$ cat config.mk
export PLATFORM = sky130hd
export DESIGN_NAME = bin_tape_loader_flat
export DESIGN_NICKNAME = d
export VERILOG_FILES = /design/src/rtl/bin_tape_loader_if.sv /design/src/rtl/bin_tape_loader.sv /design/src/flat_wrapper.sv
export SDC_FILE = /design/constraint.sdc
export NUM_CORES = 1
export LEC_CHECK = 0
export CORE_UTILIZATION = 61
export CTS_BUF_LIST = sky130_fd_sc_hd__clkbuf_16
export DETAILED_ROUTE_END_ITERATION = 10
export MAX_ROUTING_LAYER = met4
export PLACE_DENSITY_LB_ADDON = 0.1
export SYNTH_ARGS = -nofsm -noshare
export SYNTH_HDL_FRONTEND = slang
export SYNTH_SLANG_ARGS = --single-unit
$ cat constraint.sdc
create_clock -name clk -period 5.9 [get_ports clk]
set_input_delay 1.475 -clock clk [delete_from_list [all_inputs] [get_ports clk]]
set_output_delay 1.475 -clock clk [all_outputs]
set_load 0.1 [all_outputs]
$ cat src/rtl/bin_tape_loader_if.sv
// Byte-stream handshake between a tape byte source (UART/ROM) and the BIN loader.
interface bin_tape_loader_if;
    logic [7:0] byte_data;
    logic       byte_valid;
    logic       byte_ready;

    modport master (output byte_data, output byte_valid, input byte_ready);
    modport slave  (input byte_data, input byte_valid, output byte_ready);
endinterface

$ cat src/rtl/bin_tape_loader.sv
// PDP-8 BIN tape loader: decodes a BIN byte stream and replays it as timed front-panel
// Load_PC/Deposit actions, verifies the checksum, then loads START_PC and raises run.
module bin_tape_loader #(
    parameter int unsigned       WORD_W      = 12,
    parameter int unsigned       HOLD_CYCLES = 10,
    parameter logic [WORD_W-1:0] START_PC    = WORD_W'(12'o200),
    parameter bit                CHECK_EN    = 1'b1
) (
    input  logic                 clk,
    input  logic                 reset,
    input  logic                 start,
    bin_tape_loader_if.slave     bus,
    output logic [WORD_W-1:0]    sw_out,
    output logic                 load_pc,
    output logic                 deposit,
    output logic                 run,
    output logic                 busy,
    output logic                 done,
    output logic                 cksum_err,
    output logic                 fmt_err
);
    typedef enum logic [3:0] {
        S_IDLE, S_LEADER, S_HI, S_LO, S_EMIT, S_CHECK, S_LOAD_START, S_DONE, S_ERROR
    } state_t;

    localparam int unsigned      CNT_W = $clog2(3 * HOLD_CYCLES + 1);
    localparam logic [CNT_W-1:0] H1    = CNT_W'(HOLD_CYCLES);
    localparam logic [CNT_W-1:0] H2    = CNT_W'(2 * HOLD_CYCLES);
    localparam logic [CNT_W-1:0] H3M1  = CNT_W'(3 * HOLD_CYCLES - 1);

    state_t            state, after_state;
    logic [CNT_W-1:0]  cnt, cnt_inc;
    logic              strobe_next;
    logic              emit_is_load, queued_load;
    logic [WORD_W-1:0] queued_word;
    logic [7:0]        hi_byte;
    logic              hi_origin, origin_seen, pair_seen;
    logic [WORD_W-1:0] pend_word, pend_bsum, sum_prev;
    logic              pend_valid;
    logic              accept;
    logic [WORD_W-1:0] pair_word, pair_bsum;

    always_comb begin
        bus.byte_ready = (state == S_LEADER) || (state == S_HI) || (state == S_LO);
        accept         = bus.byte_valid && bus.byte_ready;
        pair_word      = WORD_W'({hi_byte[5:0], bus.byte_data[5:0]});
        pair_bsum      = WORD_W'(hi_byte) + WORD_W'(bus.byte_data);
        cnt_inc        = cnt + 1'b1;
        strobe_next    = (cnt_inc >= H1) && (cnt_inc < H2);
    end

    always_ff @(posedge clk) begin
        if (reset) begin
            state        <= S_IDLE;
            after_state  <= S_IDLE;
            cnt          <= '0;
            emit_is_load <= 1'b0;
            queued_load  <= 1'b0;
            queued_word  <= '0;
            hi_byte      <= '0;
            hi_origin    <= 1'b0;
            origin_seen  <= 1'b0;
            pair_seen    <= 1'b0;
            pend_word    <= '0;
            pend_bsum    <= '0;
            pend_valid   <= 1'b0;
            sum_prev     <= '0;
            sw_out       <= '0;
            load_pc      <= 1'b0;
            deposit      <= 1'b0;
            run          <= 1'b0;
            busy         <= 1'b0;
            done         <= 1'b0;
            cksum_err    <= 1'b0;
            fmt_err      <= 1'b0;
        end else begin
            case (state)
                S_IDLE, S_DONE, S_ERROR: begin
                    if (start) begin
                        busy        <= 1'b1;
                        done        <= 1'b0;
                        run         <= 1'b0;
                        cksum_err   <= 1'b0;
                        fmt_err     <= 1'b0;
                        pend_valid  <= 1'b0;
                        sum_prev    <= '0;
                        origin_seen <= 1'b0;
                        pair_seen   <= 1'b0;
                        state       <= S_LEADER;
                    end
                end
                S_LEADER, S_HI: begin
                    if (accept) begin
                        if (bus.byte_data == 8'o200) begin
                            if (state == S_HI) begin
                                if (pair_seen) begin
                                    state <= S_CHECK;
                                end else begin
                                    fmt_err <= 1'b1;
                                    busy    <= 1'b0;
                                    state   <= S_ERROR;
                                end
                            end
                        end else if (bus.byte_data[7:6] == 2'b11) begin
                            state <= state;  // field frame: ignored, not summed
                        end else if (bus.byte_data[7:6] == 2'b10 ||
                                     (!bus.byte_data[6] && !origin_seen)) begin
                            fmt_err <= 1'b1;
                            busy    <= 1'b0;
                            state   <= S_ERROR;
                        end else begin
                            hi_byte   <= bus.byte_data;
                            hi_origin <= bus.byte_data[6];
                            state     <= S_LO;
                        end
                    end
                end
                S_LO: begin
                    if (accept) begin
                        if (bus.byte_data[7:6] != 2'b00) begin
                            fmt_err <= 1'b1;
                            busy    <= 1'b0;
                            state   <= S_ERROR;
                        end else begin
                            pair_seen <= 1'b1;
                            if (hi_origin) begin
                                // Pending word is flushed ahead of the origin's Load_PC.
                                origin_seen <= 1'b1;
                                after_state <= S_HI;
                                cnt         <= '0;
                                state       <= S_EMIT;
                                if (pend_valid) begin
                                    sum_prev     <= sum_prev + pair_bsum + pend_bsum;
                                    pend_valid   <= 1'b0;
                                    sw_out       <= pend_word;
                                    emit_is_load <= 1'b0;
                                    queued_load  <= 1'b1;
                                    queued_word  <= pair_word;
                                end else begin
                                    sum_prev     <= sum_prev + pair_bsum;
                                    sw_out       <= pair_word;
                                    emit_is_load <= 1'b1;
                                end
                            end else begin
                                pend_word  <= pair_word;
                                pend_bsum  <= pair_bsum;
                                pend_valid <= 1'b1;
                                if (pend_valid) begin
                                    sum_prev     <= sum_prev + pend_bsum;
                                    sw_out       <= pend_word;
                                    emit_is_load <= 1'b0;
                                    after_state  <= S_HI;
                                    cnt          <= '0;
                                    state        <= S_EMIT;
                                end else begin
                                    state <= S_HI;
                                end
                            end
                        end
                    end
                end
                S_EMIT: begin
                    cnt     <= cnt_inc;
                    load_pc <= emit_is_load && strobe_next;
                    deposit <= !emit_is_load && strobe_next;
                    if (cnt == H3M1) begin
                        if (queued_load) begin
                            queued_load  <= 1'b0;
                            sw_out       <= queued_word;
                            emit_is_load <= 1'b1;
                            cnt          <= '0;
                        end else if (after_state == S_DONE) begin
                            run   <= 1'b1;
                            done  <= 1'b1;
                            busy  <= 1'b0;
                            state <= S_DONE;
                        end else begin
                            state <= after_state;
                        end
                    end
                end
                S_CHECK: begin
                    if (CHECK_EN) begin
                        if (pend_valid && pend_word == sum_prev) begin
                            state <= S_LOAD_START;
                        end else begin
                            cksum_err <= 1'b1;
                            busy      <= 1'b0;
                            state     <= S_ERROR;
                        end
                    end else if (pend_valid) begin
                        pend_valid   <= 1'b0;
                        sw_out       <= pend_word;
                        emit_is_load <= 1'b0;
                        after_state  <= S_LOAD_START;
                        cnt          <= '0;
                        state        <= S_EMIT;
                    end else begin
                        state <= S_LOAD_START;
                    end
                end
                S_LOAD_START: begin
                    sw_out       <= START_PC;
                    emit_is_load <= 1'b1;
                    after_state  <= S_DONE;
                    cnt          <= '0;
                    state        <= S_EMIT;
                end
                default: state <= S_IDLE;
            endcase
        end
    end
endmodule

$ cat src/flat_wrapper.sv
// flat-port wrapper written by rule: the top's interface ports become plain ports
module bin_tape_loader_flat 
#(
    parameter int unsigned       WORD_W      = 12,
    parameter int unsigned       HOLD_CYCLES = 10,
    parameter logic [WORD_W-1:0] START_PC    = WORD_W'(12'o200),
    parameter bit                CHECK_EN    = 1'b1
)
  (clk, reset, start, sw_out, load_pc, deposit, run, busy, done, cksum_err, fmt_err, bus_byte_data, bus_byte_valid, bus_byte_ready);
  bin_tape_loader_if bus_i ();
  input  logic clk;
  input  logic reset;
  input  logic start;
  output logic [WORD_W-1:0] sw_out;
  output logic load_pc;
  output logic deposit;
  output logic run;
  output logic busy;
  output logic done;
  output logic cksum_err;
  output logic fmt_err;
  input wire logic [$bits(bus_i.byte_data)-1:0] bus_byte_data;
  input wire logic [$bits(bus_i.byte_valid)-1:0] bus_byte_valid;
  output wire logic [$bits(bus_i.byte_ready)-1:0] bus_byte_ready;
  assign bus_i.byte_data = bus_byte_data;
  assign bus_i.byte_valid = bus_byte_valid;
  assign bus_byte_ready = bus_i.byte_ready;
  bin_tape_loader #(.WORD_W(WORD_W), .HOLD_CYCLES(HOLD_CYCLES), .START_PC(START_PC), .CHECK_EN(CHECK_EN)) u_core (.clk(clk), .reset(reset), .start(start), .bus(bus_i), .sw_out(sw_out), .load_pc(load_pc), .deposit(deposit), .run(run), .busy(busy), .done(done), .cksum_err(cksum_err), .fmt_err(fmt_err));
endmodule
; ---- Yosys cells after proc, flatten, opt, wreduce, memory -nomap -nowiden
; Cells that the tools add are included.
[op_classes]
muxes = 98
n_lt_le_gt_ge = 2
addsub = 5
eq_ne = 31
n_bitwise = 5
n_reduce_logical = 39
[ops]
columns = op, n
row1 = 2-to-1 mux 12 bit, 13
row2 = 2-to-1 mux 4 bit, 18
row3 = 2-to-1 mux 1 bit, 46
row4 = adder 12 bit, 3
row5 = case mux 12 bit (3 select lines), 1
row6 = 2-to-1 mux 5 bit, 6
row7 = AND reduction 5 bit, 5
row8 = case mux 12 bit (2 select lines), 1
row9 = case mux 4 bit (6 select lines), 1
row10 = "equality test 4 x 3 -> 1 bit, second input constant", 5
row11 = AND reduction 4 bit, 4
row12 = case mux 5 bit (3 select lines), 1
row13 = "!= test 2 x 1 -> 1 bit, second input constant", 7
row14 = AND reduction 13 bit, 1
row15 = equality test 12 bit, 1
row16 = case mux 1 bit (2 select lines), 6
row17 = AND reduction 6 bit, 2
row18 = nonzero test 2 bit, 6
row19 = "!= test 2 bit, second input constant", 5
row20 = adder 8 x 8 -> 9 bit, 1
row21 = AND reduction 9 bit, 1
row22 = "equality test 4 x 2 -> 1 bit, second input constant", 2
row23 = "equality test 8 bit, second input constant", 1
row24 = case mux 4 bit (2 select lines), 1
row25 = other kinds (24), 42
[totals]
reg_bits = 93
input_bits = 12
wordCells = 201

; ---- Longest topological paths before layout
; Gate-level depths: netlist (run 1).
[logic_depth]
ltp_word = 8
mapped_depth = 20

; ---- Worst setup path before layout (run 1)
; No wires, ideal clock.
[synth_timing]
path_type = input to register
start = in bus_byte_data[0]
end = reg u_core.sum_prev[11]
t_arrival_ns = 4.936
setup_slack_ns = 0.829
cell_stages = 20
required_time_ns = 5.765
setup_time_ns = 0.135
cell_sequence = ha_1 fa_1 a21o_1 a21oi_1 o21bai_1 a21oi_1 xnor2_1 ha_1 or3_1 clkbuf_1 o21a_1 nor2_1 xnor2_1 ha_1 nand3_1 o21ai_0 a41oi_1 nor3_1 xnor2_1 a31oi_1
[synth_between]
elab_chain_len = 8
[synth_lines]
columns = item, line_no
row1 = start: declaration, flat_wrapper.sv:22  ; input wire logic [$bits(bus_i.byte_data)-1:0] bus_byte_data;
row2 = adder 8 x 8 -> 9 bit *, bin_tape_loader.sv:47  ; pair_bsum = WORD_W'(hi_byte) + WORD_W'(bus.byte_data);
row3 = via u_core.pair_bsum[6], bin_tape_loader.sv:41  ; logic [WORD_W-1:0] pair_word, pair_bsum;
row4 = adder 12 bit *, "bin_tape_loader.sv:133, bin_tape_loader.sv:140"
row5 = adder 12 bit, bin_tape_loader.sv:133  ; sum_prev <= sum_prev + pair_bsum + pend_bsum;
row6 = 2-to-1 mux 12 bit *, bin_tape_loader.sv:132  ; if (pend_valid) begin
row7 = 2-to-1 mux 12 bit *, bin_tape_loader.sv:126  ; if (hi_origin) begin
row8 = 2-to-1 mux 12 bit *, bin_tape_loader.sv:120  ; if (bus.byte_data[7:6] != 2'b00) begin
row9 = 2-to-1 mux 12 bit *, bin_tape_loader.sv:119  ; if (accept) begin
row10 = case mux 12 bit (2 select lines) *, bin_tape_loader.sv:77  ; case (state)
row11 = end signal: assignment, bin_tape_loader.sv:133
row12 = end signal: assignment, bin_tape_loader.sv:140  ; sum_prev <= sum_prev + pair_bsum;
row13 = end signal: assignment, bin_tape_loader.sv:149  ; sum_prev <= sum_prev + pend_bsum;
row14 = end: declaration, bin_tape_loader.sv:38  ; logic [WORD_W-1:0] pend_word, pend_bsum, sum_prev;
; The timed path passes the listed nets; every way through them passes the cells marked *. The select of a mux whose other input is x is not followed.
; A chain may end at the register's enable or synchronous reset.

; ---- Worst setup path in the final report (run 1)
; Ends and elaborated chain as after synthesis.

==> results of run 1 <==
==> flip-flops by register name (all words and copies together) (netlist names) <==
name and count:
u_core.queued_load 1, u_core.deposit 1, u_core.sw_out 12, u_core.after_state 2, u_core.emit_is_load 1, u_core.queued_word 12
u_core.pair_seen 1, u_core.pend_word 12, u_core.hi_byte 8, u_core.cnt 5, u_core.fmt_err 1, u_core.run 1
u_core.pend_bsum 9, u_core.busy 1, u_core.cksum_err 1, u_core.load_pc 1, u_core.sum_prev 12, u_core.state 4
u_core.origin_seen 1, u_core.pend_valid 1
==> power by group through the flow <==
stage | Combinational [mW] | Sequential, mW | Clock (mW)
4_1_cts | 0.620 | 0.676 | 0.623
6_report | 0.626 | 0.678 | 0.621
2_1_floorplan | 0.474 | 0.703 | 0
3_3_place_gp | 0.607 | 0.688 | 0
5_1_grt | 0.685 | 0.683 | 0.650
3_5_place_dp | 0.617 | 0.689 | 0
==> through the flow <==
step	utilization (%)	cell area (sq um)	power, mW	hold WS (ns)	setup slack (ns)
4_1_cts	70.36	6533	1.919	0.4599	0.4052
5_1_grt	70.36	6533	2.018	0.4804	0.06785
6_report	70.36	6533	1.926	0.4619	0.3598
3_3_place_gp	66.94	6215	1.294	0.4441	0.2039
3_5_place_dp	66.94	6215	1.305	0.4504	0.05845
2_1_floorplan	-	5852	1.177	0.4366	0.8293
==> layout make-up <==
class,instances,area [sq um]
fillers,776,2751
multi-input cells,591,3849
repair buffers,42,387.9
well taps,129,161.4
inverters,20,75.07
clock inverters,6,92.59
clock buffers,9,225.2
flip-flops and latches,87,1742
==> worst reg2reg max path: cells and delay by family, from the launching register on <==
kind	cells	cell delay, ns
AOI/OAI and AO/OA	8	1.38
xor gates and xnor gates	3	0.51
adders and majority gates	4	1.21
DFF	1	0.36
and+or+nand+nor	4	0.72
==> cells in the mapped netlist, drive strengths merged (11+ instances only) <==
library cell,number
nor2b,11
inv,19
o21a,11
nor3,16
ha,39
nand3,13
nor3b,13
a21oi,82
o21ai,40
mux2i,35
nor2,83
dfxtp,87
xnor2,31
nand2,92
clkbuf,28
a211oi,11
==> worst max-delay path by stage <==
stage               slack, ns                               end              from
floorplan                0.83  u_core.sum_prev[11]$_SDFFE_PP0P_  bus_byte_data[0]
detailed placement       0.06  u_core.sum_prev[11]$_SDFFE_PP0P_  bus_byte_data[0]
global route             0.07  u_core.sum_prev[11]$_SDFFE_PP0P_  bus_byte_data[1]
finish                   0.36  u_core.sum_prev[11]$_SDFFE_PP0P_  bus_byte_data[0]
CTS                      0.41  u_core.sum_prev[11]$_SDFFE_PP0P_  bus_byte_data[0]
global placement         0.20  u_core.sum_prev[11]$_SDFFE_PP0P_  bus_byte_data[0]
==> routing by layer <==
| metal | vias up | global-route usage, % | part of all wire (%) |
|---|---|---|---|
| met2 | 201 | 51.67 | 47 |
| met4 | 0 | 11.76 | 2.0 |
| met1 | 2531 | 40.46 | 45 |
| met5 | - | - | 0 |
| li1 | 2666 | - | - |
| met3 | 26 | 3.830 | 6.3 |
==> logic make-up after synthesis <==
| kind of cell | count (synthesis) | synth area share, % |
|---|---|---|
| mux | 35 | 5.987 |
| xor+xnor | 39 | 5.837 |
| fa+ha+maj | 43 | 9.707 |
| simple gates | 265 | 21.72 |
| buf+inv | 56 | 4.469 |
| compound gates | 209 | 22.51 |
| flops | 87 | 29.76 |
==> cell usage in the layout (no fill, tap or decap), types with 11 or more instances in the layout <==
cell type,instances
o21a_1,11
nand2_1,91
xnor2_1,31
buf_4,11
nand3_1,13
a21oi_1,82
inv_1,19
a211oi_1,11
o21ai_0,38
nor2_1,81
clkdlybuf4s50_1,30
dfxtp_1,87
nor3_1,14
ha_1,39
nor2b_1,11
mux2i_1,35
nor3b_1,13
==> out/qor.yml, run 1 <==
cp_num_buf_inv: 1
io_buffers: 31
dp_hpwl_um: 11030
die_h_um: 99.95
path_depth: 20
rrSetupSlack_ns: 1.57
switching_share_pct: 37.96
max_freq_ghz: 0.1805
nets: 806
slew_headroom_pct: 31.09
pwr-share-comb_pct: 32.5
path_cells: "clkdlybuf4s50_1 -> ha_1 -> fa_1 -> a21o_1 -> a21oi_1 -> o21bai_1 -> a21oi_1 -> xnor2_1 -> ha_1 -> or3_1 -> o21a_1 -> nor2_1 -> xnor2_1 -> ha_1 -> nand3_1 -> o21ai_0 -> a41oi_1 -> nor3_1 -> xnor2_1 -> a31oi_1"
tightest_slew_ns: 1.031
cap_violations: 0
track_usage_pct: 31.71
ys_warn_count: 0
diodes: 0
hold_viol_final: 0
ios: 32
cts_tree: "built"
grt_pass1_wl_um: 24370
critPathLaunchType: "input pin"
ant_nets: 0
overflow: 0
min_period_ns: 5.540
max_stage_delay_ns: 0.43
fin_cells: 884
grt_pass1_vias: 5078
vias: 5424
critPathTopFamily: "compound AO/OA/AOI/OAI gates"
seqPwrFrac_pct: 35.2
clkPwrFrac_pct: 32.3
area_growth_syn_to_layout_pct: 11.63
htreeDepth: 3
rows: 35
cp-end-kind: "flop"
p_leak_nw: 2.638
start_util_pct: 63.03
drc: 0
root_buffer: "clkbuf_16"
cts_sinks: 87
synth_edf_count: 0
r2r-end: "u_core.sum_prev[11]$_SDFFE_PP0P_"
ys_seq_elements: 87
rsz0062_at_grt: "no"
switchingPower_mw: 0.7310
antenna_found_initial: 0
dp.cells: 869
slew_viol_final: 0
status: "finished clean"
routed_wl_um: 14970
ys_seq_area_share_pct: 29.76
setup_tns_ns: 0
reg2reg_depth: 19
hold_class: "flop to flop"
reg2reg_from: "u_core.hi_byte[0]$_SDFFE_PP0P_"
viasPerCell: 6.136
numCtsBuffers: 9
holdBufCountCts: 0
worst-endpoint-required_ns: 6.11
crit_type: "input pin to flop"
cts_setup_buffers: 0
synth_area_leaders: "dfxtp_1 (30%), ha_1 (8.3%), a21oi_1 (7.0%), mux2i_1 (6.0%), nand2_1 (5.8%)"
synth_top_area_share_pct: 29.76
first_pass_iters: 5
drive_above_1_share_pct: 5.563
ir_worst_vdd_uv: 198.9
clock_latency_ns: 0.34
async_reset_ff_share_pct: 0
cts_resized: 0
drt_iter0_markers: 371
path_max_fanout: 4
synthesis.area_sq_mm: 0.005852
yosysTopAreaCell: "dfxtp_1"
syn_area_per_cell_sq_um: 7.973
yosysUniqueCellTypes: 74
netlist_instances: 734
grt_max_degree: 74
clk_path_buf_depth: 2
hold_path_end: "u_core.sw_out[8]$_SDFFE_PP0P_"
die_w_um: 99.95
place.gp.congestion: 0.9299
clk_pin_slew_ns: 0.07
design.core.area_sq_mm: 0.009284
setup_viol: 0
hp-start: "u_core.sw_out[8]$_SDFFE_PP0P_"
arrival_ns: 5.75
min_period_over_period_pct: 93.90
synth_ff_type: "dfxtp_1"
cp_slowest_cell: "clkdlybuf4s50_1"
power.density_mw_per_mm2: 294.8
fin_worst_skew_ns: 0.01205
p_int_mw: 1.195
dieArea_sq_mm: 0.009989
wire_per_inst_um: 16.94
min_path_cells: 2
syn_nets: 789
Note: power is estimated with default switching activity, not from simulation.
==> inputs of run 2 (changes only) <==
--- a/config.mk
+++ b/config.mk
@@ -8,6 +8,7 @@
 export CORE_UTILIZATION = 61
 export CTS_BUF_LIST = sky130_fd_sc_hd__clkbuf_16
 export DETAILED_ROUTE_END_ITERATION = 10
+export DONT_BUFFER_PORTS = 1
 export MAX_ROUTING_LAYER = met4
 export PLACE_DENSITY_LB_ADDON = 0.1
 export SYNTH_ARGS = -nofsm -noshare
==> out/qor.yml, run 2 (synthesis gave the netlist of run 1 again) <==
status: "finished clean"
final_common_cell: "nand2_1"
overflow: 0  # unchanged
power.density_mw_per_mm2: 307.3  # +4.3%
grt_max_degree: 84  # +14%
drive_above_1_share_pct: 5.014  # -0.55 points
wire_per_inst_um: 17.91  # +5.7%
htreeDepth: 3  # unchanged
hold_viol_final: 0  # unchanged
vias: 5241  # -3.4%
max_freq_ghz: 0.1964  # +8.8%
critPathCapture: "u_core.sum_prev[10]$_SDFFE_PP0P_"
cts_tree: "built"
path_max_fanout: 7  # +3
arrival_ns: 5.36  # -0.39 ns
grt_pass1_vias: 5102  # +0.47%
slew_headroom_pct: 31.74  # +0.65 points
slew_viol_final: 0  # unchanged
root_buffer: "clkbuf_16"
final_cell_mix: "nand2_1 (91), dfxtp_1 (86), a21oi_1 (82)"
ir_worst_vdd_uv: 171.5  # -14%
p_int_mw: 1.172  # -1.9%
min_period_over_period_pct: 86.30  # -7.6 points
die_h_um: 99.95  # unchanged
rrSetupSlack_ns: 1.56  # about the same
ant_nets: 0  # unchanged
cts_setup_buffers: 0  # unchanged
ios: 32  # unchanged
hold_class: "flop to flop"
drc: 0  # unchanged
reg2reg_depth: 17  # -2
cp-end-kind: "flop"
clock_latency_ns: 0.34  # about the same
cts_sinks: 87  # unchanged
design.core.area_sq_mm: 0.009284  # unchanged
crit_type: "input pin to flop"
first_pass_iters: 7  # +2
viasPerCell: 6.188  # +0.85%
setup_tns_ns: 0  # unchanged
area_growth_syn_to_layout_pct: 5.709
seqPwrFrac_pct: 38.3  # +3.1 points
critPathLaunchType: "input pin"
switchingPower_mw: 0.7290  # -0.28%
diodes: 0  # unchanged
rows: 35  # unchanged
track_usage_pct: 33.02  # +1.3 points
crit_start: "bus_byte_data[0]"
drt_iter0_markers: 331  # -11%
numCtsBuffers: 9  # unchanged
grt_pass1_wl_um: 25300  # +3.8%
io_buffers: 0  # -100%
setup_viol: 0  # unchanged
clk_path_buf_depth: 2  # unchanged
start_util_pct: 63.03  # unchanged
min_period_ns: 5.092  # -0.4484 ns
dieArea_sq_mm: 0.009989  # unchanged
rsz0062_at_grt: "no"
r2r-end: "u_core.sum_prev[10]$_SDFFE_PP0P_"
place.gp.congestion: 0.9296  # about the same
cts_resized: 0  # unchanged
routed_wl_um: 15170  # +1.3%
holdBufCountCts: 0  # unchanged
hold-worst-slack_ns: 0.4678  # +0.005914 ns
fin_worst_skew_ns: 0.006679  # -0.005369 ns
pwr-share-comb_pct: 28.1  # -4.4 points
nets: 768  # -4.7%
switching_share_pct: 38.35  # +0.39 points
clk_pin_slew_ns: 0.07  # about the same
cap_violations: 0  # unchanged
tightest_slew_ns: 1.024  # -0.006848 ns
antenna_found_initial: 0  # unchanged
reg2reg_from: "u_core.hi_byte[0]$_SDFFE_PP0P_"
p_leak_nw: 2.506  # -5.0%
dp_hpwl_um: 11020  # about the same
clkPwrFrac_pct: 33.6  # +1.3 points
die_w_um: 99.95  # unchanged
worst-endpoint-required_ns: 6.17  # +0.06 ns
[run 2: cell types whose count changed in the layout (fill, tap and decap cells not counted), sizes merged]
cell,delta
clkdlybuf4s50,-30
buf,-8
clkinv,+2
clkinvlp,-2
inv,+1
[run 2: power by group through the flow]
stage	clock (mW)	combinational, mW	sequential [mW]
global placement	0	0.511	0.737
CTS	0.642	0.529	0.726
detailed placement	0	0.525	0.739
global route	0.665	0.588	0.735
floorplan	0	0.474	0.703
finish	0.638	0.535	0.728
[run 2: cell type report]
type / instances / area, sq um
sequential: 87 / 1743
tap: 129 / 161.4
multi-input combinational: 591 / 3849
timing repair buffer: 4 / 30.03
inverter: 20 / 75.07
clock inverter: 7 / 102.6
fill: 807 / 3098
clock buffer: 9 / 225.2
[run 2: worst min-delay path by stage]
stage	start	endpoint	depth (start not counted)	slack, ns
final	u_core.pair_seen$_SDFFE_PP0P_	u_core.pair_seen$_SDFFE_PP0P_	2	0.47
after global placement	u_core.pair_seen$_SDFFE_PP0P_	u_core.pair_seen$_SDFFE_PP0P_	2	0.46
after CTS	u_core.pair_seen$_SDFFE_PP0P_	u_core.pair_seen$_SDFFE_PP0P_	2	0.47
after global routing	u_core.pair_seen$_SDFFE_PP0P_	u_core.pair_seen$_SDFFE_PP0P_	2	0.50
after detailed placement	u_core.pair_seen$_SDFFE_PP0P_	u_core.pair_seen$_SDFFE_PP0P_	2	0.46
after floorplan	u_core.pair_seen$_SDFFE_PP0P_	u_core.pair_seen$_SDFFE_PP0P_	2	0.44
[run 2: layer usage]
metal | vias to the layer above | part of all wire, % | global-route usage [%]
met5 | - | 0 | -
met4 | 0 | 2.6 | 12.56
met3 | 31 | 4.7 | 4.109
met2 | 159 | 47 | 53.42
met1 | 2460 | 45 | 42.31
li1 | 2591 | - | -
[run 2: through the flow]
stage,instances,area [sq um],power [mW],setup slack [ns],util [%]
floorplan,734,5852,1.177,0.8293,-
global placement,831,5858,1.247,0.5969,63.10
detailed placement,831,5858,1.264,0.5311,63.10
CTS,847,6186,1.896,0.8420,66.63
global route,847,6186,1.988,0.4844,66.63
finish,847,6186,1.901,0.8082,66.63
[run 2: worst max-delay path: stages]
cell and delay [ns]:
ha_1 0.21, fa_1 0.44, a21o_1 0.18, a21oi_1 0.22, o21bai_1 0.09, a21oi_1 0.25
xnor2_1 0.13, ha_1 0.24, or3_1 0.45, o22ai_1 0.20, xnor2_1 0.21, ha_1 0.34
a21o_1 0.20, o21ai_0 0.25, a211oi_1 0.13, xor2_1 0.18, o22ai_1 0.16
==> RTL edit 1: new RTL, settings of run 2 <==
`HOLD_CYCLES` is set to 10 in 2 places; all go to 9.
--- a/src/rtl/bin_tape_loader.sv
+++ b/src/rtl/bin_tape_loader.sv
@@ -3,5 +3,5 @@
 module bin_tape_loader #(
     parameter int unsigned       WORD_W      = 12,
-    parameter int unsigned       HOLD_CYCLES = 10,
+    parameter int unsigned       HOLD_CYCLES = 9,
     parameter logic [WORD_W-1:0] START_PC    = WORD_W'(12'o200),
     parameter bit                CHECK_EN    = 1'b1
--- a/src/flat_wrapper.sv
+++ b/src/flat_wrapper.sv
@@ -3,5 +3,5 @@
 #(
     parameter int unsigned       WORD_W      = 12,
-    parameter int unsigned       HOLD_CYCLES = 10,
+    parameter int unsigned       HOLD_CYCLES = 9,
     parameter logic [WORD_W-1:0] START_PC    = WORD_W'(12'o200),
     parameter bit                CHECK_EN    = 1'b1
Formal check against the unedited RTL: same outputs for any inputs over 4 cycles, from zero or initial values and one cycle with reset high; that may be too few to reach the edited logic, so the function may still have changed.
==> RTL edit 1 against run 2 <==
Sequential cell count unchanged; routed wire length up 0.76%; synthesized cell count is 2.0% higher; design area is 0.63% lower; total power grew 0.50%; critical path depth grew 1; worst setup slack got worse by 82 ps; area after synthesis is 0.62% lower.
==> RTL edit 1: results (changes against run 2) <==
STA
  • Slew headroom: 19.0% (-13 points)
  • Fin crit period: 5170 ps (+82.0 ps)
  • Final setup skew: 9.09 ps (+2.41 ps)

Synthesis
  • Sequential fraction of the synthesis area: 29.9% (+0.19 points)
  • Mapped Area: 0.00582 mm^2 (-0.62%)
  • Synth Area in XOR/XNOR: 6.33% (+0.49 points)
  • Synth area leaders: dfxtp_1 (30%), ha_1 (8.8%), a21oi_1 (8.2%), nand2_1 (8.1%), xnor2_1 (5.0%)
  • Mux share of post-synthesis cell area: 1.89% (-4.1 points)
  • Mapped Nets: 806 (+2.2%)
  • Top cells by count, synth: nand2_1 (125), a21oi_1 (95), dfxtp_1 (87), nor2_1 (68), ha_1 (41)
  • Synth unique cells: 77 (+4.1%)

Clocking
  • Clk buf depth: 2 (unchanged)

Route
  • Via density: 6.30 (+1.8%)
  • DRT iter0 DRCs: 316 (-4.5%)
  • Met1 WL: 6930 um (+0.57%)
  • Pre-antenna DRT Iters: 5 (-2)
  • Met3 wire length: 1060 um (+47%)
  • WL met2: 6910 um (-3.5%)
  • Routed wire length: 15300 um (+0.76%)
  • Routed wire length per instance: 17.7 um (-1.0%)

Layout
  • Antenna Cells: 0 (unchanged)
  • Layout cell share with drive strength beyond 1: 6.00% (+0.99 points)
  • Layout fillers: 814 (+0.87%)
  • Fin nets: 785 (+2.2%)

GRT
  • Largest net degree at the start of global routing: 85 (+1.2%)
  • First-pass GRT wire length: 25000 um (-1.2%)
  • Total global-route track usage: 32.8% (-0.21 points)
  • Vias in the first global route: 5105 (+0.059%)

Power and ir drop
  • VDD IR max: 0.267 mV (+56%)
  • Leak pwr: 2.25 nW (-10%)

Worst setup path
  • FF-to-FF setup slack: 1430 ps (-130 ps)
  • Worst Setup EP: u_core.sum_prev[11]
  • Slowest cell on crit path: fa_1
  • Worst Reg-to-Reg Cells: 18 (+1)
  • Arrival @ worst endpoint: 5390 ps (+30 ps)

Min path
  • Hold_sp: u_core.queued_word[11]
  • WHS Endpoint: u_core.queued_word[11]

Place
  • Post-place instance area: 0.00585 mm^2 (-0.15%)
  • Final Wtd Congestion: 0.913 (-1.8%)
  • Final HPWL DP: 11300 um (+2.3%)
  • Dpl cells: 846 (+1.8%)
  • Place WS: 447 ps (-84.4 ps)

Status
  • Status: complete, no violations
==> RTL edit 1: cell count changes in the layout (fill, tap and decap cells not counted), moves of 11 or more <==
cell	change
nor3b_1	-11
o21ai_0	-15
a21oi_1	+13
nand2_1	+34
mux2i_1	-24
nor2_1	-13
==> RTL edit 1: report_power, final <==
part	switching, mW	internal, mW	leakage [nW]
clock network	0.263	0.299	0.143
registers	0.302	0.638	0.703
logic	0.277	0.132	1.40
==> RTL edit 1: cell type report <==
cell class	count	area, um^2	share of cell area, %
clock buffer	9	225	3.66
clock inverter	7	72.6	1.18
inverter	26	97.6	1.59
multi-input combinational	600	3820	62.1
sequential	87	1740	28.4
tap	129	161	2.63
timing repair buffer	4	30.0	0.488
==> RTL edit 1: layer usage <==
layer | track usage, % | vias up
li1 | - | 2633
met1 | 42.7 | 2566
met2 | 51.0 | 196
met3 | 6.89 | 36
met4 | 10.4 | 0
met5 | - | -
==> RTL edit 2: new RTL, settings of run 2 <==
Made on the original files. Register the output `cksum_err` once more, cleared by the reset; this adds one clock of latency there. The other outputs are not delayed to match.
--- a/src/rtl/bin_tape_loader.sv
+++ b/src/rtl/bin_tape_loader.sv
@@ -29,4 +29,6 @@
     localparam logic [CNT_W-1:0] H3M1  = CNT_W'(3 * HOLD_CYCLES - 1);
 
+    logic cksum_err_s0;
+
     state_t            state, after_state;
     logic [CNT_W-1:0]  cnt, cnt_inc;
@@ -72,5 +74,5 @@
             busy         <= 1'b0;
             done         <= 1'b0;
-            cksum_err    <= 1'b0;
+            cksum_err_s0 <= 1'b0;
             fmt_err      <= 1'b0;
         end else begin
@@ -81,5 +83,5 @@
                         done        <= 1'b0;
                         run         <= 1'b0;
-                        cksum_err   <= 1'b0;
+                        cksum_err_s0 <= 1'b0;
                         fmt_err     <= 1'b0;
                         pend_valid  <= 1'b0;
@@ -185,5 +187,5 @@
                             state <= S_LOAD_START;
                         end else begin
-                            cksum_err <= 1'b1;
+                            cksum_err_s0 <= 1'b1;
                             busy      <= 1'b0;
                             state     <= S_ERROR;
@@ -211,4 +213,12 @@
         end
     end
+    always_ff @(posedge clk) begin
+        if (reset) begin
+            cksum_err <= '0;
+        end else begin
+            cksum_err <= cksum_err_s0;
+        end
+    end
+
 endmodule
 
Behaviour: same outputs for any inputs over 4 cycles, from zero or initial values and one cycle with reset high; that may be too few to reach the edited logic, so the function may still have changed.
==> RTL edit 2 against run 2 <==
Design area rose by 0.99%; area after synthesis up 2.2%; total power shrank 9.0%; register-to-register slack got worse by 210 ps; worst setup slack got worse by 140 ps; non-clock buffer count down 3; via count is 3.8% higher; routed wire length fell by 1.5%; sequential cell count increased by 1; maximum frequency shrank 2.6%; clock power decreased by 13%; critical path type unchanged; largest power group unchanged; highest routed layer unchanged.
==> RTL edit 2: results (changes against run 2) <==
Status
  • Status: complete, no violations

Min path
  • WHS Endpoint: u_core.cksum_err_s0
  • Hold_sp: u_core.cksum_err_s0

Route
  • DRT iter0 DRCs: 305 (-7.9%)
  • Routed wire length per instance: 17.3 um (-3.2%)
  • Pre-antenna DRT Iters: 5 (-2)
  • Via density: 6.31 (+2.0%)

Power and ir drop
  • Leak pwr: 2.38 nW (-5.1%)
  • VDD IR max: 0.204 mV (+19%)

Worst setup path
  • Reg-to-reg startpoint: u_core.hi_byte[0]
  • FF-to-FF setup slack: 1350 ps (-210 ps)
  • Arrival @ worst endpoint: 5450 ps (+90 ps)
  • Slowest cell on crit path: fa_1
  • Max incr delay on CP: 420 ps (-30 ps)
  • Worst-path maximum fanout: 6 (-1)
  • Reg-to-reg endpoint: u_core.sum_prev[9]

STA
  • Fmax: 191 MHz (-2.6%)
  • WHS: 445 ps (-22.9 ps)
  • Final setup skew: 7.57 ps (+0.890 ps)
  • Least-Margin Pin Slew: 1200 ps (+171 ps)

Layout
  • Layout cell share with drive strength beyond 1: 5.59% (+0.58 points)
  • Layout fillers: 847 (+5.0%)
  • Fin nets: 784 (+2.1%)

Place
  • Port bufs: 0 (unchanged)
  • Post-place instance area: 0.00596 mm^2 (+1.7%)
  • Final Wtd Congestion: 0.925 (-0.55%)
  • Final HPWL DP: 10800 um (-1.7%)
  • Place WS: 343 ps (-188 ps)

Synthesis
  • Mapped Nets: 813 (+3.0%)
  • Sequential fraction of the synthesis area: 29.5% (-0.30 points)
  • Synth warnings: 0 (unchanged)
  • Top cells by count, synth: nand2_1 (119), a21oi_1 (89), dfxtp_1 (88), nor2_1 (52), ha_1 (40)
  • Synth area leaders: dfxtp_1 (29%), ha_1 (8.4%), nand2_1 (7.5%), a21oi_1 (7.4%), xnor2_1 (4.7%)
  • Synth unique cells: 78 (+5.4%)

GRT
  • Vias in the first global route: 5057 (-0.88%)
  • Total global-route track usage: 31.9% (-1.2 points)
  • Largest net degree at the start of global routing: 92 (+9.5%)
  • First-pass GRT wire length: 24500 um (-3.0%)

Clocking
  • CTS Buf Count: 9 (unchanged)
  • Post-CTS Setup Bufs: 0 (unchanged)
RTL edit 2: changes by cell type in the layout (fill, tap and decap cells not counted), moves of 7 or more:
cell	delta
mux2i_1	-17
o21ai_0	-7
nand2_1	+28
nor2_1	-29
o21ai_1	+16
nand3b_1	+11
a21oi_1	+7
RTL edit 2: through the flow:
| stage | cells | utilization, % |
|---|---|---|
| finish | 862 | 66.7 |
| floorplan | 757 | - |
| CTS | 862 | 66.7 |
| global route | 862 | 66.7 |
| global placement | 846 | 63.6 |
| detailed placement | 846 | 63.6 |
RTL edit 2: cells by family (layout without fill, tap and decap cells):
family / after synthesis / in the layout / share of synthesized area, %
fa+ha+maj: 44 / 44 / 9.71
xor+xnor: 40 / 40 / 5.86
buf+inv: 65 / 41 / 4.79
compound gates: 229 / 229 / 23.9
mux: 20 / 20 / 3.64
flops: 88 / 88 / 29.5
simple gates: 271 / 271 / 22.6
RTL edit 2: report_power, final:
part | internal (mW) | switching [mW]
registers | 0.622 | 0.116
clock network | 0.294 | 0.264
logic | 0.157 | 0.277
RTL edit 2: cell type report:
| class | count | area, um^2 | area share, % |
|---|---|---|---|
| clock buffer | 9 | 225 | 3.61 |
| clock inverter | 7 | 62.6 | 1.00 |
| inverter | 24 | 90.1 | 1.44 |
| multi-input combinational | 604 | 3940 | 63.0 |
| sequential | 88 | 1760 | 28.2 |
| tap | 129 | 161 | 2.58 |
| timing repair buffer | 1 | 7.51 | 0.120 |
RTL edit 2: routing by layer:
| layer | up-vias | global-route usage, % | wire, um |
|---|---|---|---|
| met5 | - | - | 0 |
| met4 | 0 | 8.58 | 284 |
| met3 | 27 | 6.87 | 972 |
| met1 | 2577 | 40.8 | 6780 |
| met2 | 176 | 50.8 | 6910 |
| li1 | 2658 | - | - |
